**config.mk**
```make
export PLATFORM = sky130hd
export DESIGN_NAME = if_fetch_stage_flat
export DESIGN_NICKNAME = d
export VERILOG_FILES = /design/src/rtl/if_fetch_stage_pkg.sv /design/src/rtl/if_fetch_stage_if.sv /design/src/rtl/if_fetch_stage_pc_reg.sv /design/src/rtl/if_fetch_stage.sv /design/src/flat_wrapper.sv
export SDC_FILE = /design/constraint.sdc
export NUM_CORES = 1
export LEC_CHECK = 0
export BUFFER_PORTS_ARGS = -buffer_cell sky130_fd_sc_hd__buf_4
export CORE_ASPECT_RATIO = 1.5
export CORE_MARGIN = 2
export CORE_UTILIZATION = 38
export DETAILED_ROUTE_END_ITERATION = 10
export PLACE_DENSITY = 0.69
export SLEW_MARGIN = 20
export SYNTH_ARGS = -nofsm -noshare
export SYNTH_HDL_FRONTEND = slang
export SYNTH_HIERARCHICAL = 1
export SYNTH_SLANG_ARGS = --single-unit
```
**constraint.sdc**
```tcl
create_clock -name clk -period 9.9 [get_ports clk]
set_clock_uncertainty 0.15 [all_clocks]
set_input_delay 0.495 -clock clk [delete_from_list [all_inputs] [get_ports clk]]
set_output_delay 0.495 -clock clk [all_outputs]
set_load 0.03 [all_outputs]
```
**src/rtl/if_fetch_stage_pkg.sv**
```systemverilog
// Shared RV32I types for the fetch stage: FSM state encoding, bubble opcode and reset vector.
package rv32i_types;

  typedef enum logic [1:0] {FETCH, HOLD, DROP} if_state_t;

  localparam logic [31:0] NOP_INSTR        = 32'h0000_0013;
  localparam logic [31:0] RESET_PC_DEFAULT = 32'h0000_0060;

  function automatic logic [31:0] word_align(input logic [31:0] addr);
    return {addr[31:2], 2'b00};
  endfunction

endpackage

```
**src/rtl/if_fetch_stage_if.sv**
```systemverilog
// Fetch-stage bus: hazard/redirect inputs, imem port and IF/ID outputs.
// Perf counter signals exist only when IF_FETCH_PERF_EN is defined.
interface if_fetch_stage_if;
  logic        stall;
  logic        redirect;
  logic [31:0] redirect_pc;
  logic        imem_read;
  logic [31:0] imem_address;
  logic        imem_resp;
  logic [31:0] imem_rdata;
  logic [31:0] instr_out;
  logic [31:0] pc_out;
  logic        valid_out;
  logic        if_id_load;
`ifdef IF_FETCH_PERF_EN
  logic [31:0] perf_fetched;
  logic [31:0] perf_killed;
  logic [31:0] perf_stall_cycles;
`endif

  modport master (
    input  stall, redirect, redirect_pc, imem_resp, imem_rdata,
`ifdef IF_FETCH_PERF_EN
    output perf_fetched, perf_killed, perf_stall_cycles,
`endif
    output imem_read, imem_address, instr_out, pc_out, valid_out, if_id_load
  );

  modport slave (
    output stall, redirect, redirect_pc, imem_resp, imem_rdata,
`ifdef IF_FETCH_PERF_EN
    input  perf_fetched, perf_killed, perf_stall_cycles,
`endif
    input  imem_read, imem_address, instr_out, pc_out, valid_out, if_id_load
  );
endinterface

```
**src/rtl/if_fetch_stage_pc_reg.sv**
```systemverilog
// Program counter register: redirect (word aligned) wins over increment; otherwise holds.
module if_pc_reg
  import rv32i_types::*;
#(
  parameter logic [31:0] RESET_PC = RESET_PC_DEFAULT
) (
  input  logic        clk,
  input  logic        rst_n,
  input  logic        redirect,
  input  logic [31:0] redirect_pc,
  input  logic        inc,
  input  logic [31:0] inc_base,
  output logic [31:0] pc
);

  logic [31:0] pc_q, pc_d;

  always_comb begin
    pc_d = pc_q;
    if (redirect) begin
      pc_d = word_align(redirect_pc);
    end else if (inc) begin
      pc_d = inc_base + 32'd4;
    end
  end

  always_ff @(posedge clk or negedge rst_n) begin
    if (!rst_n) begin
      pc_q <= RESET_PC;
    end else begin
      pc_q <= pc_d;
    end
  end

  assign pc = pc_q;

endmodule

```
**src/rtl/if_fetch_stage.sv**
```systemverilog
// RV32I instruction fetch stage: PC ownership, imem requests, stall hold buffer and redirect drop.
// Optional perf counters are enabled with the IF_FETCH_PERF_EN macro.
module if_fetch_stage #(
  parameter logic [31:0] RESET_PC  = rv32i_types::RESET_PC_DEFAULT,
  parameter logic [31:0] NOP_INSTR = rv32i_types::NOP_INSTR
) (
  input logic            clk,
  input logic            rst_n,
  if_fetch_stage_if.master bus
);
  import rv32i_types::*;

  if_state_t   state_q, state_d;
  logic [31:0] req_addr_q, req_addr_d;
  logic [31:0] buf_instr_q, buf_instr_d;
  logic [31:0] buf_pc_q, buf_pc_d;
  logic [31:0] pc, pc_inc_base, target;
  logic        pc_inc, discard, read_req;

  assign target = word_align(bus.redirect_pc);

  if_pc_reg #(
    .RESET_PC(RESET_PC)
  ) u_pc_reg (
    .clk        (clk),
    .rst_n      (rst_n),
    .redirect   (bus.redirect),
    .redirect_pc(bus.redirect_pc),
    .inc        (pc_inc),
    .inc_base   (pc_inc_base),
    .pc         (pc)
  );

  always_comb begin
    state_d       = state_q;
    req_addr_d    = req_addr_q;
    buf_instr_d   = buf_instr_q;
    buf_pc_d      = buf_pc_q;
    pc_inc        = 1'b0;
    pc_inc_base   = req_addr_q;
    discard       = 1'b0;
    read_req      = 1'b1;
    bus.instr_out = NOP_INSTR;
    bus.pc_out    = req_addr_q;
    bus.valid_out = 1'b0;
    unique case (state_q)
      FETCH: begin
        if (bus.redirect) begin
          if (bus.imem_resp) begin
            discard    = 1'b1;
            req_addr_d = target;
          end else begin
            state_d = DROP;
          end
        end else if (bus.imem_resp) begin
          bus.instr_out = bus.imem_rdata;
          bus.valid_out = 1'b1;
          if (!bus.stall) begin
            pc_inc     = 1'b1;
            req_addr_d = req_addr_q + 32'd4;
          end else begin
            buf_instr_d = bus.imem_rdata;
            buf_pc_d    = req_addr_q;
            state_d     = HOLD;
          end
        end
      end
      HOLD: begin
        read_req = 1'b0;
        if (bus.redirect) begin
          discard    = 1'b1;
          req_addr_d = target;
          state_d    = FETCH;
        end else begin
          bus.instr_out = buf_instr_q;
          bus.pc_out    = buf_pc_q;
          bus.valid_out = 1'b1;
          if (!bus.stall) begin
            pc_inc      = 1'b1;
            pc_inc_base = buf_pc_q;
            req_addr_d  = buf_pc_q + 32'd4;
            state_d     = FETCH;
          end
        end
      end
      DROP: begin
        // The stale response is consumed here; pc already holds the newest target.
        if (bus.imem_resp) begin
          discard    = 1'b1;
          req_addr_d = bus.redirect ? target : pc;
          state_d    = FETCH;
        end
      end
      default: state_d = FETCH;
    endcase
  end

  assign bus.imem_read    = read_req & rst_n;
  assign bus.imem_address = req_addr_q;
  assign bus.if_id_load   = ~bus.stall;

  always_ff @(posedge clk or negedge rst_n) begin
    if (!rst_n) begin
      state_q     <= FETCH;
      req_addr_q  <= RESET_PC;
      buf_instr_q <= '0;
      buf_pc_q    <= '0;
    end else begin
      state_q     <= state_d;
      req_addr_q  <= req_addr_d;
      buf_instr_q <= buf_instr_d;
      buf_pc_q    <= buf_pc_d;
    end
  end

`ifdef IF_FETCH_PERF_EN
  logic [31:0] perf_fetched_q, perf_killed_q, perf_stall_q;

  always_ff @(posedge clk or negedge rst_n) begin
    if (!rst_n) begin
      perf_fetched_q <= '0;
      perf_killed_q  <= '0;
      perf_stall_q   <= '0;
    end else begin
      if (bus.valid_out && bus.if_id_load) perf_fetched_q <= perf_fetched_q + 32'd1;
      if (discard)                         perf_killed_q  <= perf_killed_q + 32'd1;
      if (bus.stall)                       perf_stall_q   <= perf_stall_q + 32'd1;
    end
  end

  assign bus.perf_fetched      = perf_fetched_q;
  assign bus.perf_killed       = perf_killed_q;
  assign bus.perf_stall_cycles = perf_stall_q;
`else
  logic unused_discard;
  assign unused_discard = discard;
`endif

endmodule

```
**src/flat_wrapper.sv**
```systemverilog
// flat-port wrapper written by rule: the top's interface ports become plain ports
module if_fetch_stage_flat import rv32i_types::*;
#(
  parameter logic [31:0] RESET_PC  = rv32i_types::RESET_PC_DEFAULT,
  parameter logic [31:0] NOP_INSTR = rv32i_types::NOP_INSTR
)
  (clk, rst_n, bus_stall, bus_redirect, bus_redirect_pc, bus_imem_resp, bus_imem_rdata, bus_imem_read, bus_imem_address, bus_instr_out, bus_pc_out, bus_valid_out, bus_if_id_load);
  if_fetch_stage_if bus_i ();
  input logic clk;
  input logic rst_n;
  input wire logic [$bits(bus_i.stall)-1:0] bus_stall;
  input wire logic [$bits(bus_i.redirect)-1:0] bus_redirect;
  input wire logic [$bits(bus_i.redirect_pc)-1:0] bus_redirect_pc;
  input wire logic [$bits(bus_i.imem_resp)-1:0] bus_imem_resp;
  input wire logic [$bits(bus_i.imem_rdata)-1:0] bus_imem_rdata;
  output wire logic [$bits(bus_i.imem_read)-1:0] bus_imem_read;
  output wire logic [$bits(bus_i.imem_address)-1:0] bus_imem_address;
  output wire logic [$bits(bus_i.instr_out)-1:0] bus_instr_out;
  output wire logic [$bits(bus_i.pc_out)-1:0] bus_pc_out;
  output wire logic [$bits(bus_i.valid_out)-1:0] bus_valid_out;
  output wire logic [$bits(bus_i.if_id_load)-1:0] bus_if_id_load;
  assign bus_i.stall = bus_stall;
  assign bus_i.redirect = bus_redirect;
  assign bus_i.redirect_pc = bus_redirect_pc;
  assign bus_i.imem_resp = bus_imem_resp;
  assign bus_i.imem_rdata = bus_imem_rdata;
  assign bus_imem_read = bus_i.imem_read;
  assign bus_imem_address = bus_i.imem_address;
  assign bus_instr_out = bus_i.instr_out;
  assign bus_pc_out = bus_i.pc_out;
  assign bus_valid_out = bus_i.valid_out;
  assign bus_if_id_load = bus_i.if_id_load;
  if_fetch_stage #(.RESET_PC(RESET_PC), .NOP_INSTR(NOP_INSTR)) u_core (.clk(clk), .rst_n(rst_n), .bus(bus_i));
endmodule
```
Word-level counts from Yosys, hierarchy flattened
Index checks and enable logic that the tools add are counted.

operators by class
  add/subtract/negate cells = 3
  equality and inequality tests = 9
  multiplexer cells = 38
  bitwise gates (word level) = 3
  reductions and logical operators = 7

operator list
  cell                                                 count
  2-to-1 mux 32 bit                                    18
  adder 32 x 3 -> 32 bit, second input constant        3
  case mux 32 bit (3 select lines)                     1
  case mux 32 bit (2 select lines)                     1
  != test 3 bit, second input constant                 5
  2-to-1 mux 2 bit                                     7
  AND reduction 5 bit                                  2
  2-to-1 mux 1 bit                                     8
  case mux 2 bit (3 select lines)                      1
  != test 2 bit, second input constant                 2
  case mux 1 bit (2 select lines)                      2
  AND reduction 4 bit                                  1
  AND reduction 3 bit                                  1
  nonzero test 3 bit                                   1
  equality test 2 x 1 -> 1 bit, second input constant  1
  equality test 2 bit, second input constant           1
  zero test 2 bit                                      1
  NOT 1 bit                                            2
  nonzero test 2 bit                                   1
  AND 1 bit                                            1

word-level totals
  register bits after elaboration = 130
  input port bits = 69
  word-level logic and storage cells = 65

Depth between registers and ports, before layout
  word-level depth = 6
  depth in mapped cells = 14

Hierarchy
The synthesis kept the hierarchy.

modules (own cells, without submodules)
  module          times used  cells an instance  area each (sq um)  sequential area each (sq um)
  if_fetch_stage  1           833                7138.1             2454.9
  if_pc_reg       1           208                2021.9             803.3

Worst setup path after synthesis
No wires, ideal clock.

  path kind = input port to flip-flop
  start = input port bus_redirect
  end = register u_core.u_pc_reg.pc_q[11] (netlist: u_core/u_pc_reg/pc[11])
  setup time = 0.083 ns
  arrival time = 3.106 ns
  path slack = 6.561 ns
  cell stages on the path = 12
  cell sequence = clkbuf_1 nand2b_1 clkbuf_1 clkbuf_1 o21ai_0 and2_1 buf_6 nor2_1 clkbuf_1 clkbuf_1 a22oi_1 o21ai_0

between the ends
  elaborated cells on any way between the ends = 9
  classes of those cells = add/sub (1); mux (7); reduce/logical (1)

RTL lines
  element                                     line                                        text
  start: declaration                          flat_wrapper.sv:12                          input wire logic [$bits(bus_i.redirect)-1:0] bus_redirect;
  2-to-1 mux 1 bit, on equally long branches  if_fetch_stage.sv:70, if_fetch_stage.sv:48
  case mux 1 bit (2 select lines) *           if_fetch_stage.sv:46                        unique case (state_q)
  via u_core.pc_inc                           if_fetch_stage.sv:18                        logic pc_inc, discard, read_req;
  nonzero test 2 bit (no line) *              --
  end signal: assignment                      if_fetch_stage_pc_reg.sv:31                 pc_q <= pc_d;
  end: declaration                            if_fetch_stage_pc_reg.sv:16                 logic [31:0] pc_q, pc_d;

Mark *: on every way through the listed nets, which the timed path passes. The rest lies on a longest branch. The select of a mux whose other input is x is not followed.
A chain may end at the register's enable or synchronous reset.

Final worst setup path
  start = register u_core.state_q[1]
  end = register u_core.u_pc_reg.pc_q[22] (netlist: u_core/u_pc_reg/pc[22])

between the ends
  longest elaborated chain between the ends = 5
  elaborated cells on any way between the ends = 8
  classes of those cells = add/sub (1); eq/ne (1); mux (4); reduce/logical (2)

ends and longest elaborated chain
  element                       line                         text
  start: declaration            if_fetch_stage.sv:13         if_state_t state_q, state_d;
  start signal: assignment      if_fetch_stage.sv:109        state_q <= state_d;
  equality test 2 x 1 -> 1 bit  if_fetch_stage.sv:46
  2-to-1 mux 32 bit             if_fetch_stage.sv:46
  via u_core.pc_inc_base[2]     if_fetch_stage.sv:17         logic [31:0] pc, pc_inc_base, target;
  adder 32 x 3 -> 32 bit        if_fetch_stage_pc_reg.sv:23  pc_d = inc_base + 32'd4;
  2-to-1 mux 32 bit             if_fetch_stage_pc_reg.sv:22  end else if (inc) begin
  2-to-1 mux 32 bit             if_fetch_stage_pc_reg.sv:20  if (redirect) begin

The timed path passes the listed nets, and every way through them passes these cells. The select of a mux whose other input is x is not followed.

==> flow_summary.toml <==
[floorplanning]
ios = 168
row_count = 69
starting_density_pct = 38.72
die_area_sq_um = 25390
dieHeight_um = 194.2
core_area_sq_um = 23660
dieWidth_um = 130.8

[layout]
finalInstanceArea_sq_um = 11070
share_of_layout_cells_above_drive_strength_1_pct = 28.21
commonest_non_fill_non_tap_cell_in_the_layout = "sky130_fd_sc_hd__buf_4"
stdcell_count = 1478
areaGrowthSynthToFinish_pct = 20.90
insertedDiodeCount = 0
mostFrequentLayoutCells = "sky130_fd_sc_hd__buf_4 (178), sky130_fd_sc_hd__nand2_1 (152), sky130_fd_sc_hd__dfrtp_1 (126), sky130_fd_sc_hd__mux2_2 (88), sky130_fd_sc_hd__o21ai_0 (75)"
design.final.nets = 1221

[clock_network]
tritoncts = "built"
worst_setup_hold_path_clk_slew_ns = 0.06
clockBufferDepth = 2
number_of_buffers_added_by_the_clock_tree_synthesis_step = 17
post_cts_resized = 0
worstSkewPairLatency_ns = 0.43
clkSinkCount = 130
clock-root-buffer = "sky130_fd_sc_hd__clkbuf_16"
htree_num_levels = 4

[run]
drv_cap = 0

[timing]
max_slew_headroom_pct = 27.41
final_worst_slack_ns = 5.814
finalHoldViolations = 0
setup-tns-final_ns = 0
final_min_period_over_clock_period_pct = 41.27
max_slew.worst_pin.slew_ns = 1.086
highest_achievable_clock_rate_mhz = 244.7
grt_setup_unrepaired = "false"
final-setup-viol-count = 0
min_period_ns = 4.086
finalMaxSlewViolations = 0
finalHoldWorstSlack_ns = 0.1418

[route]
dr.pass1.iters = 7
drt_iter0_drc = 770
routed_via_density = 6.047
route.vias.total = 8937
post_drt_wl_per_cell_um = 21.04
drtAntennaViolNets = 0
drc_errors = 0
drt-total-wl_mm = 31.10

[setup_path]
path_max_fanout = 38
critical_path.endpoint_type = "flip-flop"
cp.arrival_ns = 4.21
required_ns = 10.03
setup.worst_path.class = "reg -> reg"
timing.critical_path.from_type = "flip-flop"

[hold_path]
hp-class = "in -> reg"

[power]
seq_power_share_pct = 30.3
power.static_leakage_nw = 4.651
power_frac_comb_pct = 52.1
switching_share_pct = 47.80
power_switching_mw = 1.677
clockPowerShare_pct = 17.5
cellInternalPower_mw = 1.831
cellPowerDensity_nw_per_um2 = 316.8
max-vdd-ir-drop_mv = 0.1468

[global_routing]
grt_max_degree = 84
grt_util_all_layers_pct = 24.68
vias_in_the_first_global_route = 8772
globalRouteOverflowTotal = 0
grt_antenna_before_repair = 0
grt_first_pass_wirelength_mm = 48.61

[status]
status = "complete, no violations"

[placed_design]
port-buffer-count = 165
dpl_cell_area_sq_um = 10500
post-place-cells = 1445
gp_congestion = 0.9138
detailedPlacementHpwl_mm = 21.52
dp_worst_setup_slack_ns = 5.925

[logic_synthesis]
yosys.cell_types.count = 79
ys_dominant_reg_cell = "sky130_fd_sc_hd__dfrtp_1"
syn_nets = 1116
synth_area_sq_um = 9160
synth_top_cells_by_area = "sky130_fd_sc_hd__dfrtp_1 (34%), sky130_fd_sc_hd__mux2_2 (11%), sky130_fd_sc_hd__nand2_1 (6.3%)"
yosys_warnings = 6
seq_area_frac_synth_pct = 35.57
synthDominantAreaCellType = "sky130_fd_sc_hd__dfrtp_1"
synth_edf_count = 0
syn_inst = 1041
postSynth.asyncResetShare_pct = 100.0
synthesis.area_per_instance_sq_um = 8.799
synth_top_area_share_pct = 34.42
ys_seq_elements = 130
==> registers in the layout, summed over array words and instances, names as in the netlist <==
signal and cells:
u_core/u_pc_reg/pc 32, u_core/buf_pc_q 32, u_core/bus.imem_address 32, u_core/buf_instr_q 32
u_core/state_q 2
==> cells by family after synthesis <==
family | count (synthesis) | share of synthesized area (%)
AOI/OAI and AO/OA | 279 | 21.38
xor gates and xnor gates | 42 | 4.016
adders and majority gates | 6 | 0.8195
buffers and inverters | 115 | 5.559
DFF | 130 | 35.57
muxes | 97 | 11.80
and+or+nand+nor | 372 | 20.86
==> cell usage after synthesis (all sizes together), types with 12 or more instances <==
master / n
a22o: 36
xnor2: 15
a22oi: 23
inv: 21
xor2: 27
nand3: 39
and3: 17
nand2: 153
buf: 24
nor4: 15
a21oi: 24
mux2: 88
o21ai: 87
nor3: 22
a211oi: 12
nor2: 47
nand4: 27
dfrtp: 126
clkbuf: 70
==> final timing paths <==
path | cells after the start | endpoint | start | slack [ns]
max reg2reg | 11 | u_core/u_pc_reg/pc[22] | u_core/state_q[1] | 5.81
min in group asynchronous | 2 | u_core/buf_pc_q[7] | rst_n | 0.39
max | 11 | u_core/u_pc_reg/pc[22] | u_core/state_q[1] | 5.81
max in group asynchronous | 3 | u_core/bus.imem_address[30] | rst_n | 8.20
min | 3 | u_core/u_pc_reg/pc[4] | bus_redirect_pc[4] | 0.14
min reg2reg | 1 | u_core/buf_instr_q[14] | u_core/buf_instr_q[14] | 0.35
==> power by group through the flow <==
| stage | clock, mW | sequential (mW) | combinational [mW] |
|---|---|---|---|
| final | 0.615 | 1.06 | 1.83 |
| after global routing | 0.648 | 1.10 | 1.96 |
| after CTS | 0.627 | 1.06 | 1.81 |
| after detailed placement | 0 | 1.06 | 1.81 |
| after global placement | 0 | 1.05 | 1.78 |
| after floorplan | 0 | 1.02 | 1.22 |
==> cell type report <==
cell class / count / area [sq um]
timing repair buffer: 180 / 1358
tap: 319 / 399.1
inverter: 21 / 78.83
sequential: 130 / 3258
clock buffer: 21 / 450.4
multi-input combinational: 796 / 5418
clock inverter: 11 / 112.6
fill: 2339 / 12580
==> critical path: stages, from the launching register on <==
cell and delay (ns):
sky130_fd_sc_hd__dfrtp_1 0.41, sky130_fd_sc_hd__inv_1 0.11, sky130_fd_sc_hd__ha_1 0.52, sky130_fd_sc_hd__nand2b_2 0.15, sky130_fd_sc_hd__nor2_4 0.82, sky130_fd_sc_hd__mux2_2 0.37
sky130_fd_sc_hd__ha_1 0.23, sky130_fd_sc_hd__nand4_1 0.21, sky130_fd_sc_hd__nor2_2 0.46, sky130_fd_sc_hd__and3_2 0.26, sky130_fd_sc_hd__xnor2_1 0.12, sky130_fd_sc_hd__o21ai_1 0.08
==> stage by stage <==
stage	power (mW)	util (%)
2_1_floorplan	2.240	-
3_3_place_gp	2.833	44.39
3_5_place_dp	2.872	44.39
4_1_cts	3.496	46.82
5_1_grt	3.712	46.82
6_report	3.508	46.82
==> per-layer routing <==
metal / GRT usage, % / up-vias / wire [um]
met5: 0 / - / 0
met4: 13.20 / 0 / 1464
met3: 5.215 / 106 / 2389
met2: 40.70 / 449 / 15460
met1: 29.71 / 4298 / 11780
li1: - / 4084 / -
==> what timing repair did <==
item,4_1_cts,5_1_grt
hold buffers,1,0
endpoints found under the hold margin,31,0
setup buffers,0,0
(Power assumes the default switching activity.)
